==> src/rtl/sa_port_sched3.sv <==
// Per-output-port switch scheduler: round-robin over L/N/E requesters,
// credit-based downstream flow control and a one-flit registered output stage.
module sa_port_sched3 #(
    parameter int DATASIZE = 40,
    parameter int CREDITS  = 8,
    parameter int CWIDTH   = 4
) (
    input  logic                clk,
    input  logic                rst_n,
    input  logic [2:0]          req,
    input  logic [DATASIZE-1:0] L_data_in,
    input  logic [DATASIZE-1:0] N_data_in,
    input  logic [DATASIZE-1:0] E_data_in,
    input  logic                credit_in,
    output logic [2:0]          grant,
    output logic [DATASIZE-1:0] data_out,
    output logic                data_valid,
    output logic [CWIDTH-1:0]   credit_cnt,
    output logic                credit_err
);

    localparam logic [CWIDTH-1:0] CMAX = CWIDTH'(CREDITS);

    logic [2:0]          ptr_q, ptr_d;
    logic [CWIDTH-1:0]   cnt_q, cnt_d;
    logic                err_q, err_d;
    logic [DATASIZE-1:0] dout_q, dout_d;
    logic                vld_q, vld_d;

    // First requester found scanning from the pointer, wrapping L->N->E->L.
    function automatic logic [2:0] rr_pick(input logic [2:0] r, input logic [2:0] p);
        logic [2:0] g;
        g = 3'b000;
        case (p)
            3'b010: begin
                if (r[1])      g = 3'b010;
                else if (r[2]) g = 3'b100;
                else if (r[0]) g = 3'b001;
            end
            3'b100: begin
                if (r[2])      g = 3'b100;
                else if (r[0]) g = 3'b001;
                else if (r[1]) g = 3'b010;
            end
            default: begin
                if (r[0])      g = 3'b001;
                else if (r[1]) g = 3'b010;
                else if (r[2]) g = 3'b100;
            end
        endcase
        return g;
    endfunction

    // A credit arriving this cycle only counts from the next cycle on.
    always_comb begin
        grant = 3'b000;
        if (rst_n && (cnt_q != '0)) begin
            grant = rr_pick(req, ptr_q);
        end
    end

    always_comb begin
        ptr_d  = ptr_q;
        dout_d = dout_q;
        vld_d  = |grant;
        cnt_d  = cnt_q;
        err_d  = err_q;
        if (|grant) begin
            ptr_d = {grant[1:0], grant[2]};
            case (grant)
                3'b010:  dout_d = N_data_in;
                3'b100:  dout_d = E_data_in;
                default: dout_d = L_data_in;
            endcase
        end
        if ((|grant) && !credit_in) begin
            cnt_d = cnt_q - CWIDTH'(1);
        end else if (!(|grant) && credit_in) begin
            // Surplus credit: hold at the maximum and flag it permanently.
            if (cnt_q == CMAX) begin
                err_d = 1'b1;
            end else begin
                cnt_d = cnt_q + CWIDTH'(1);
            end
        end
    end

    always_ff @(posedge clk or negedge rst_n) begin
        if (!rst_n) begin
            ptr_q  <= 3'b001;
            cnt_q  <= CMAX;
            err_q  <= 1'b0;
            dout_q <= '0;
            vld_q  <= 1'b0;
        end else begin
            ptr_q  <= ptr_d;
            cnt_q  <= cnt_d;
            err_q  <= err_d;
            dout_q <= dout_d;
            vld_q  <= vld_d;
        end
    end

    assign data_out   = dout_q;
    assign data_valid = vld_q;
    assign credit_cnt = cnt_q;
    assign credit_err = err_q;

endmodule

==> config.mk <==
export PLATFORM = sky130hd
export DESIGN_NAME = sa_port_sched3
export DESIGN_NICKNAME = d
export VERILOG_FILES = /design/src/rtl/sa_port_sched3.sv
export SDC_FILE = /design/constraint.sdc
export NUM_CORES = 1
export LEC_CHECK = 0
export CELL_PAD_IN_SITES_DETAIL_PLACEMENT = 0
export CELL_PAD_IN_SITES_GLOBAL_PLACEMENT = 1
export CORE_AREA = 3 3 99 120
export CTS_CLUSTER_SIZE = 14
export DETAILED_ROUTE_END_ITERATION = 10
export DIE_AREA = 0 0 102 123
export PLACE_DENSITY_LB_ADDON = 0.1
export SLEW_MARGIN = 20
export SYNTH_ARGS = -nofsm -noshare
export SYNTH_HDL_FRONTEND = slang
export SYNTH_SLANG_ARGS = --single-unit
==> constraint.sdc <==
create_clock -name clk -period 3.2 [get_ports clk]
set_clock_uncertainty 0.15 [all_clocks]
set_input_delay 0.64 -clock clk [delete_from_list [all_inputs] [get_ports clk]]
set_output_delay 0.64 -clock clk [all_outputs]
set_load 0.1 [all_outputs]
# == Word-level counts from Yosys, hierarchy flattened ==
# Cells that the tools add are included.
# totals
word_cells,39
reg_bits,49
inputBits,126
output_inout_bits,49
# op_classes
add_sub_neg,2
n_bitwise,1
n_eq_ne,6
muxes,15
n_reduce_logical,10
# ops
cell,count
case mux 40 bit (2 select lines),1
2-to-1 mux 3 bit,7
2-to-1 mux 4 bit,3
equality test 3 x 2 -> 1 bit (second input constant),2
equality test 3 bit (second input constant),2
case mux 3 bit (2 select lines),1
adder 4 x 1 -> 4 bit (second input constant),1
equality test 4 bit (second input constant),1
2-to-1 mux 2 bit,2
nonzero test 4 bit,1
subtractor 4 x 1 -> 4 bit (second input constant),1
logical AND 1 bit,3
AND reduction 3 bit,1
OR reduction 3 bit,1
logical NOT 1 bit,2
!= test 2 bit (second input constant),1
AND reduction 2 bit,1
nonzero test 2 bit,1
2-to-1 mux 1 bit,1
NOT 1 bit,1

# == Logic depth before layout (Yosys ltp) ==
# Gate-level depths: netlist of run 1.
# logic_depth
ltp_word,10
depth_mapped,12
ltp_nobuf,10

# == Worst setup path after synthesis of run 1 ==
# Ideal clock, no wire load.
# synth_timing
path_kind,flip-flop to flip-flop
start,register cnt_q[0] (netlist: credit_cnt[0])
end,register cnt_q[3] (netlist: credit_cnt[3])
n_path_buf,2
path_slack_ns,-0.337
required_ns,2.948
t_arrival_ns,3.284
path_stages_with_launch,13
period_less_slack_ns,3.537
setup_ns,0.102
path_cell_list,dfrtp_1 -> or3_4 -> o21ai_2 -> nor2_1 -> clkbuf_1 -> buf_1 -> ha_1 -> ha_1 -> a21o_1 -> a21oi_1 -> xnor2_1 -> nor2_1 -> xor2_1
# synth_between
elab_chain_cells,8
# synth_rtl
element,line_no,rtl
"start, declared",25,"logic [CWIDTH-1:0] cnt_q, cnt_d;"
"start signal, assigned",97,cnt_q <= cnt_d;
nonzero test 4 bit *,57,if (rst_n && (cnt_q != '0)) begin
logical AND 1 bit *,57,
2-to-1 mux 3 bit *,57,
OR reduction 3 bit *,n/a,
net vld_d,28,"logic vld_q, vld_d;"
logical NOT 1 bit,78,end else if (!(|grant) && credit_in) begin
logical AND 1 bit,78,
nonzero test 2 bit (no source line),n/a,
AND reduction 2 bit (no source line),n/a,
# Mark *: on every way through the listed nets, which the timed path passes. The rest lies on a longest branch. The select of a mux whose other input is x is not followed.
# A chain may end at the register's enable or synchronous reset.

# == Final worst setup path of run 1 ==
# layout_timing
start,input req[2]
end,output grant[1]
# layout_between
elab_chain_cells,3
# layout_rtl
element,line_no,rtl
"start, declared",10,"input logic [2:0] req,"
2-to-1 mux 3 bit,41,if (r[2]) g = 3'b100;
case mux 3 bit (2 select lines),34,case (p)
2-to-1 mux 3 bit,57,
"end, declared",15,"output logic [2:0] grant,"
# Every way passes these cells.

==> reports/results.tsv, run 1 <==
metric	value	unit
vias	2925	
clkPwrFrac	11.3	%
whs	72.59	ps
outcome	complete, no violations	
setup_viol	0	
grt_antenna_before_repair	0	
fin_crit	2969	ps
ctsHtreeMaxLevel	2	
min_path_type	input port to asynchronous set/reset pin	
wl_per_cell	17.42	µm
fin_nets	594	
setup_ws	230.6	ps
row_count	42	
initial_core_util	24.68	%
seqCellArea	1239	µm²
synth.avg_cell_area	9.113	µm²
synth_compound_area_share	26.53	%
cts_resized	0	
dp_slack	165.6	ps
dp_hpwl	7601	µm
relSlewSlack	57.70	%
synthMuxAreaShare	0	%
p_int	2.226	mW
antenna_left	0	
ctsHoldBuffers	0	
drc	0	
worstPathRequired	2410	ps
synth_top_family_by_area	compound AO/OA/AOI/OAI gates	
syn-num-nets	427	
cp-start-kind	input port	
dp_cells	588	
gp_congestion	0.7871	
fill_cells	1096	
wirelength	10390	µm
synth_xor_area_share	1.623	%
synth_edf_count	0	
grt_max_degree	60	
ys_ff_latch	49	
portBuffers	174	
cts_buffers	5	
ys_async_sr_fraction	100.0	%
multi_input_area	1335	µm²
p_switching	3.306	mW
stdcell_count	596	
p_total	5.531	mW
cp-end-kind	output pin	
hold_viol	0	
yosys_warnings	0	
syn-cell-area	2698	µm²
fin_crit_sh	92.80	%
synth_flop_cell	dfrtp_1	
die_x	102	µm
arrival	2180	ps
synth_cell_type_count	34	
fmaxAchievable	336.8	MHz
io_pins	175	
dieHeight	123	µm
cts_tree	done	
clk_latency	280	ps
clock_sinks	49	
synth_adder_area_share	2.597	%
core	10930	µm²
setup_tns	0	ps
pwr-share-seq	20.8	%
ys_seq_area_share	45.55	%
area_growth	73.19	%
clk_pin_slew	60	ps
grt_pass1_wl	15370	µm
num_antenna_cells	0	
tightest_slew	634.5	ps
rsz0062_at_grt	false	
syn_inst	296	
slew_violations	0	
post_route_cells_drive_above_1_share	17.24	%
grt-ovfl-total	0	
combPwrFrac	67.9	%
drt-pass1-iter-count	4	
cts-root-buf	clkbuf_16	
yosys.area_share.simple	18.46	%
dieArea	12550	µm²
ir_drop	0.7478	mV
grt_use_total	15.68	%
via_per_inst	4.908	
grt_pass1_vias	2959	
power_leakage	1.917	nW
netSwitchingFraction	59.76	%
maxCapViolations	0	
clock_path_buffers	2	
power-per-cell-area	1184	nW/µm²
cts_setup_buffers	0	
drt-initial-drc-count	143	
cp_max_fo	19	
crit_type	input port to output pin	
==> registers in the layout, indices dropped and copies added, names as in the netlist <==
name	cells
credit_cnt	4
ptr_q	3
credit_err	1
data_valid	1
data_out	40
==> synthesized netlist by cell type (all sizes together) (2+ instances only) <==
cell type | number | area, µm²
a21oi | 43 | 215.2
a221oi | 23 | 201.4
a222oi | 17 | 170.2
a31o | 3 | 26.28
buf | 8 | 51.29
clkbuf | 16 | 60.06
dfrtp | 47 | 1176
dfstp | 2 | 52.55
ha | 4 | 50.05
inv | 8 | 30.03
nand2 | 28 | 105.1
nand2b | 25 | 156.4
nand3b | 2 | 15.01
nor2 | 43 | 161.4
nor3 | 2 | 10.01
o211ai | 3 | 22.52
o21a | 2 | 22.52
o21ai | 7 | 38.78
xnor2 | 3 | 26.28
xor2 | 2 | 17.52
==> stage by stage <==
stage          util [%]  cell area, µm²
2_1_floorplan         -            2708
3_3_place_gp      41.13            4496
3_5_place_dp      41.13            4496
4_1_cts           42.74            4672
5_1_grt           42.74            4672
6_report          42.74            4672
==> power by group through the flow <==
stage	sequential (mW)	clock (mW)	combinational, mW
after floorplan	3.19	0	0.796
after global placement	1.16	0	3.78
after detailed placement	1.16	0	3.79
after CTS	1.16	0.645	3.79
after global routing	1.20	0.667	3.93
final	1.15	0.622	3.76
==> kinds of logic after synthesis <==
kind of cell | count (synthesis)
compound gates | 100
buf+inv | 32
xor+xnor | 5
fa+ha+maj | 5
flops | 49
simple gates | 105
==> critical path, cell delays in order <==
cell and delay, ps:
clkdlybuf4s50_1 540, nand4bb_1 200, o2111a_1 210, and3_4 360
buf_12 210
==> per-layer routing <==
metal | track usage (%) | share of wire, % | wire, µm
met5 | 0 | 0 | 0
met4 | 3.774 | 1.3 | 135
met3 | 3.442 | 6.6 | 690
met2 | 28.37 | 51 | 5318
met1 | 18.72 | 41 | 4241
==> cells in the final DEF, fill, tap and decap left out, types with 2 or more instances in the layout <==
cell type,n
clkbuf_16,5
buf_4,56
nand2b_1,25
o21ai_0,5
nor3_1,2
a222oi_1,17
dfrtp_1,44
a21oi_1,43
xnor2_1,3
xor2_1,2
dfrtp_2,2
buf_12,3
nand2_1,28
a221oi_1,23
ha_1,4
a31o_2,2
o211ai_1,3
nand3b_1,2
inv_1,8
clkdlybuf4s50_1,124
nor2_1,42
==> area by class of cell <==
cell class	instances	share of cell area, %
clock inverter	2	0.8034
timing repair buffer	184	36.96
sequential	49	26.51
multi-input combinational	215	28.58
clock buffer	6	2.973
inverter	8	0.6427
tap	132	3.535
==> worst paths after layout <==
| path | cells after the start | end | from | slack, ps |
|---|---|---|---|---|
| worst max-delay path | 5 | grant[1] | req[2] | 230 |
| worst min-delay path | 1 | credit_cnt[1] | rst_n | 70 |
| worst max register to register | 10 | credit_cnt[3] | credit_cnt[1] | 630 |
| worst min register to register | 1 | credit_err | credit_err | 330 |
| max in group asynchronous | 2 | ptr_q[1] | rst_n | 1970 |
| min in group clk | 1 | credit_err | credit_err | 330 |
Power figures use the tool's default switching activity.
==> run 2: changes to the inputs <==
- RECOVER_POWER: default -> 50
==> run 2 against run 1 <==
Against the previous run:
- non-clock buffer count stayed put
- setup slack improved by 1.9 ps
- global-route usage did not move
- register-to-register slack hardly changed
- total power fell by 2.3%
==> reports/results.tsv, run 2 (synthesis gave the netlist of run 1 again) <==
metric	value	unit
fin_crit_sh	92.74	%
antenna_left	0	
grt-ovfl-total	0	
num_antenna_cells	0	
die_x	102	µm
core	10930	µm²
worstPathRequired	2410	ps
dp_hpwl	7601	µm
slew_violations	0	
initial_core_util	24.68	%
gp_congestion	0.7871	
timing.rr.start	credit_cnt[1]	
rsz0062_at_grt	false	
wirelength	10440	µm
arrival	2180	ps
fin_crit	2968	ps
regToRegEndpoint	credit_cnt[3]	
final_common_cell	clkdlybuf4s50_1	
drt-initial-drc-count	136	
setup_tns	0	ps
row_count	42	
ctsHtreeMaxLevel	2	
maxCapViolations	0	
cts_buffers	5	
clk_pin_slew	60	ps
power-per-cell-area	1180	nW/µm²
cts_tree	done	
cp-start-kind	input port	
cts_setup_buffers	0	
drt-pass1-iter-count	5	
via_per_inst	4.919	
area_growth	69.71	%
crit_chain	clkdlybuf4s50_1, nand4bb_1, o2111a_1, and3_4, buf_12	
crit_path_top_delay_cell	clkdlybuf4s50_1	
ir_drop	0.7478	mV
grt_pass1_wl	15370	µm
tightest_slew	1230	ps
clock_path_buffers	2	
portBuffers	174	
crit_type	input port to output pin	
post_route_cells_drive_above_1_share	11.85	%
cts_resized	0	
vias	2932	
io_pins	175	
stdcell_count	596	
grt_max_degree	60	
wl_per_cell	17.51	µm
p_total	5.402	mW
grt_use_total	15.68	%
cp-end-kind	output pin	
setup_viol	0	
r2r_slack	630	ps
relSlewSlack	18.33	%
outcome	complete, no violations	
power_leakage	1.831	nW
clock_sinks	49	
grt_antenna_before_repair	0	
dieArea	12550	µm²
dieHeight	123	µm
largest_register_ffs	40	
ctsHoldBuffers	0	
cp_max_fo	19	
grt_pass1_vias	2959	
clk_latency	280	ps
min_path_type	input port to asynchronous set/reset pin	
hold_viol	0	
final_cell_mix	clkdlybuf4s50_1 (124), dfrtp_1 (44), a21oi_1 (43), nor2_1 (42), buf_4 (31)	
cts-root-buf	clkbuf_16	
r2r_cells	10	
fmaxAchievable	337.0	MHz
dp_cells	588	
drc	0	
critPathMaxStageDelay	540	ps
fin_nets	594	
[run 2: cell types whose count changed in the layout (fill, tap and decap cells not counted)]
| cell | previous run | this run |
|---|---|---|
| buf_4 | 56 | 31 |
| clkbuf_1 | 0 | 25 |
| buf_2 | 1 | 0 |
| clkbuf_2 | 0 | 1 |
[run 2: worst max-delay path by stage]
stage | from | endpoint | slack (ps)
floorplan | credit_cnt[0] | credit_cnt[3] | 4
global placement | req[2] | credit_cnt[3] | 190
detailed placement | req[2] | credit_cnt[3] | 170
CTS | req[2] | grant[1] | 210
global route | req[2] | grant[1] | 130
finish | req[2] | grant[1] | 230
[run 2: power by group]
group          switching, mW  total, mW  internal (mW)
Sequential             0.211       1.15          0.939
Combinational           2.86       3.63          0.767
Clock                  0.231      0.622          0.390
Total                   3.31       5.40           2.10
[run 2: per-layer routing]
metal / global-route usage, % / wire length [µm] / part of all wire [%]
met4: 3.774 / 136 / 1.3
met3: 3.442 / 698 / 6.7
met2: 28.37 / 5295 / 51
met5: 0 / 0 / 0
met1: 18.72 / 4306 / 41
[run 2: critical path: cells and delay by family]
family / cells / cell delay (ps)
AOI/OAI and AO/OA: 1 / 210
buffers and inverters: 2 / 760
and+or+nand+nor: 2 / 560
[run 2: per-stage QoR]
stage | utilization [%] | setup WS, ps | area (µm²) | hold slack (ps)
CTS | 42.74 | 213.0 | 4672 | 74.17
global placement | 41.13 | 194.2 | 4496 | 323.0
floorplan | - | 4.249 | 2708 | 194.4
finish | 41.88 | 232.5 | 4578 | 193.0
global route | 41.88 | 126.1 | 4578 | 228.4
detailed placement | 41.13 | 165.6 | 4496 | 310.1
[run 2: final cells by class]
class	instances	area [µm²]
multi-input combinational	215	1335
tap	132	165.2
fill	1119	6352
inverter	8	30.03
sequential	49	1239
clock inverter	2	37.54
clock buffer	6	138.9
timing repair buffer	184	1633
==> run 3: changes to the inputs <==
- GPL_TIMING_DRIVEN: default -> 0
==> run 3 against run 2 <==
Against the previous run:
- utilization rose by 2.3 points
- critical path depth up 1
- total power up 3.1%
- setup slack worse by 93 ps
- die area did not move
- register-to-register slack got worse by 440 ps
- via count grew 2.3%
- combinational power increased by 7.4%
- first-iteration DRC count grew 20%
- clock power is 16% lower
- count of clock-buffer cells in the layout increased by 2
==> reports/results.tsv, run 3 (synthesis gave the netlist of run 1 again) <==
metric	value	unit
outcome	complete, no violations	
setup_viol	0	
wl_per_cell	17.79	µm
clkPwrFrac	9.4	%
setup_tns	0	ps
postLayoutCellArea	4828	µm²
netSwitchingFraction	59.80	%
hold_viol	0	
gp_congestion	0.7816	
dp_cells	603	
tightest_slew	1017	ps
r2r_slack	190	ps
dp_hpwl	8266	µm
post_route_cells_drive_above_1_share	7.867	%
fin_nets	613	
clk_pin_slew	60	ps
dieArea	12550	µm²
drt-initial-drc-count	163	
routed.top_layer	met4	
met2WireLength	5378	µm
largest_register_ffs	40	
portBuffers	174	
crit_path_top_delay_cell	clkdlybuf4s50_1	
rsz0062_at_grt	true	
fill_cells	1097	
crit_path_start	req[1]	
met3_length	1016	µm
arrival	2270	ps
grt_use_total	17.16	%
cp-start-kind	input port	
fin_crit_sh	95.64	%
drt-pass1-iter-count	5	
cp-end-kind	output pin	
drc	0	
regToRegEndpoint	credit_cnt[3]	
whs	279.0	ps
cts-root-buf	clkbuf_16	
cts_buffers	5	
p_switching	3.331	mW
maxCapViolations	0	
setup_ws	139.5	ps
crit_chain	clkdlybuf4s50_1, o2111a_2, and3_4, buf_6, buf_6, buf_6	
combPwrFrac	70.1	%
slew_violations	0	
critPathMaxStageDelay	630	ps
clk_latency	290	ps
final_common_cell	clkdlybuf4s50_1	
placed_area	4639	µm²
die_x	102	µm
relSlewSlack	32.01	%
clock_sinks	49	
utilization	44.17	%
fin_crit	3061	ps
grt_pass1_wl	16590	µm
worstPathRequired	2410	ps
dieHeight	123	µm
num_antenna_cells	0	
fmaxAchievable	326.7	MHz
wirelength	10940	µm
dp_slack	-1209	ps
min_path_type	input port to asynchronous set/reset pin	
stdcell_count	615	
antenna_left	0	
met1_length	4347	µm
final_cell_mix	clkdlybuf4s50_1 (170), dfrtp_1 (44), a21oi_1 (43), nor2_1 (42), nand2_1 (28)	
clock_path_buffers	2	
p_int	2.240	mW
via_per_inst	4.876	
ir_drop	0.6572	mV
ctsHtreeMaxLevel	2	
row_count	42	
grt_pass1_vias	3154	
power_leakage	1.915	nW
io_pins	175	
pwr-share-seq	20.5	%
initial_core_util	24.68	%
cp_max_fo	10	
p_total	5.571	mW
vias	2999	
area_growth	78.99	%
r2r_cells	12	
cts_tree	done	
power-per-cell-area	1154	nW/µm²
grt_max_degree	52	
grt-ovfl-total	0	
core	10930	µm²
grt_antenna_before_repair	0	
crit_type	input port to output pin	
crit_top_cell	buf_6	
timing.rr.start	credit_cnt[1]	
==> run 3: cell count changes in the layout (fill, tap and decap cells not counted), sizes merged <==
cell	previous run	this run
clkinvlp	1	0
clkdlybuf4s50	124	170
bufinv	1	0
buf	34	17
clkbuf	32	24
==> run 3: worst max-delay path, delay by kind of cell <==
kind	cells	cell delay, ps
buffers and inverters	4	1160
AO/OA/AOI/OAI	1	280
AND/OR/NAND/NOR	1	180
==> run 3: area by class of cell <==
type	count	area, µm²	share of cell area, %
buffer	24	127.6	2.643
inverter	8	30.03	0.6219
tap	132	165.2	3.421
sequential	49	1239	25.65
clock buffer	8	136.4	2.825
timing repair buffer	179	1787	37.00
multi-input combinational	215	1344	27.83
==> run 3: how the worst max path moves through the flow <==
stage / endpoint
floorplan: credit_cnt[3]
CTS: credit_cnt[3]
global placement: credit_cnt[3]
finish: grant[1]
detailed placement: credit_cnt[3]
global route: credit_cnt[3]
==> run 3: routing by layer <==
metal  global-route usage, %  vias to the layer above
met5                       0                        -
met4                   5.496                        0
met3                   4.740                       14
met2                   29.15                      133
met1                   20.95                     1399
li1                        -                     1453
==> run 3: repair_timing <==
action                                  in CTS  in global routing
endpoints found under the setup margin       8                  5
endpoints found under the hold margin        0                  0
setup buffers                                0                  4
cloned                                       0                  0
pin swaps                                    0                  3
hold buffers                                 0                  0
resized for setup                           27                  5
==> run 3: power by group through the flow <==
stage                     registers, mW  logic, mW  clock network (mW)
after floorplan                    3.19      0.796                   0
after global placement             1.14       3.89                   0
after detailed placement           1.15       3.90                   0
after CTS                          1.15       3.92               0.544
after global routing               1.19       4.10               0.570
final                              1.14       3.90               0.523
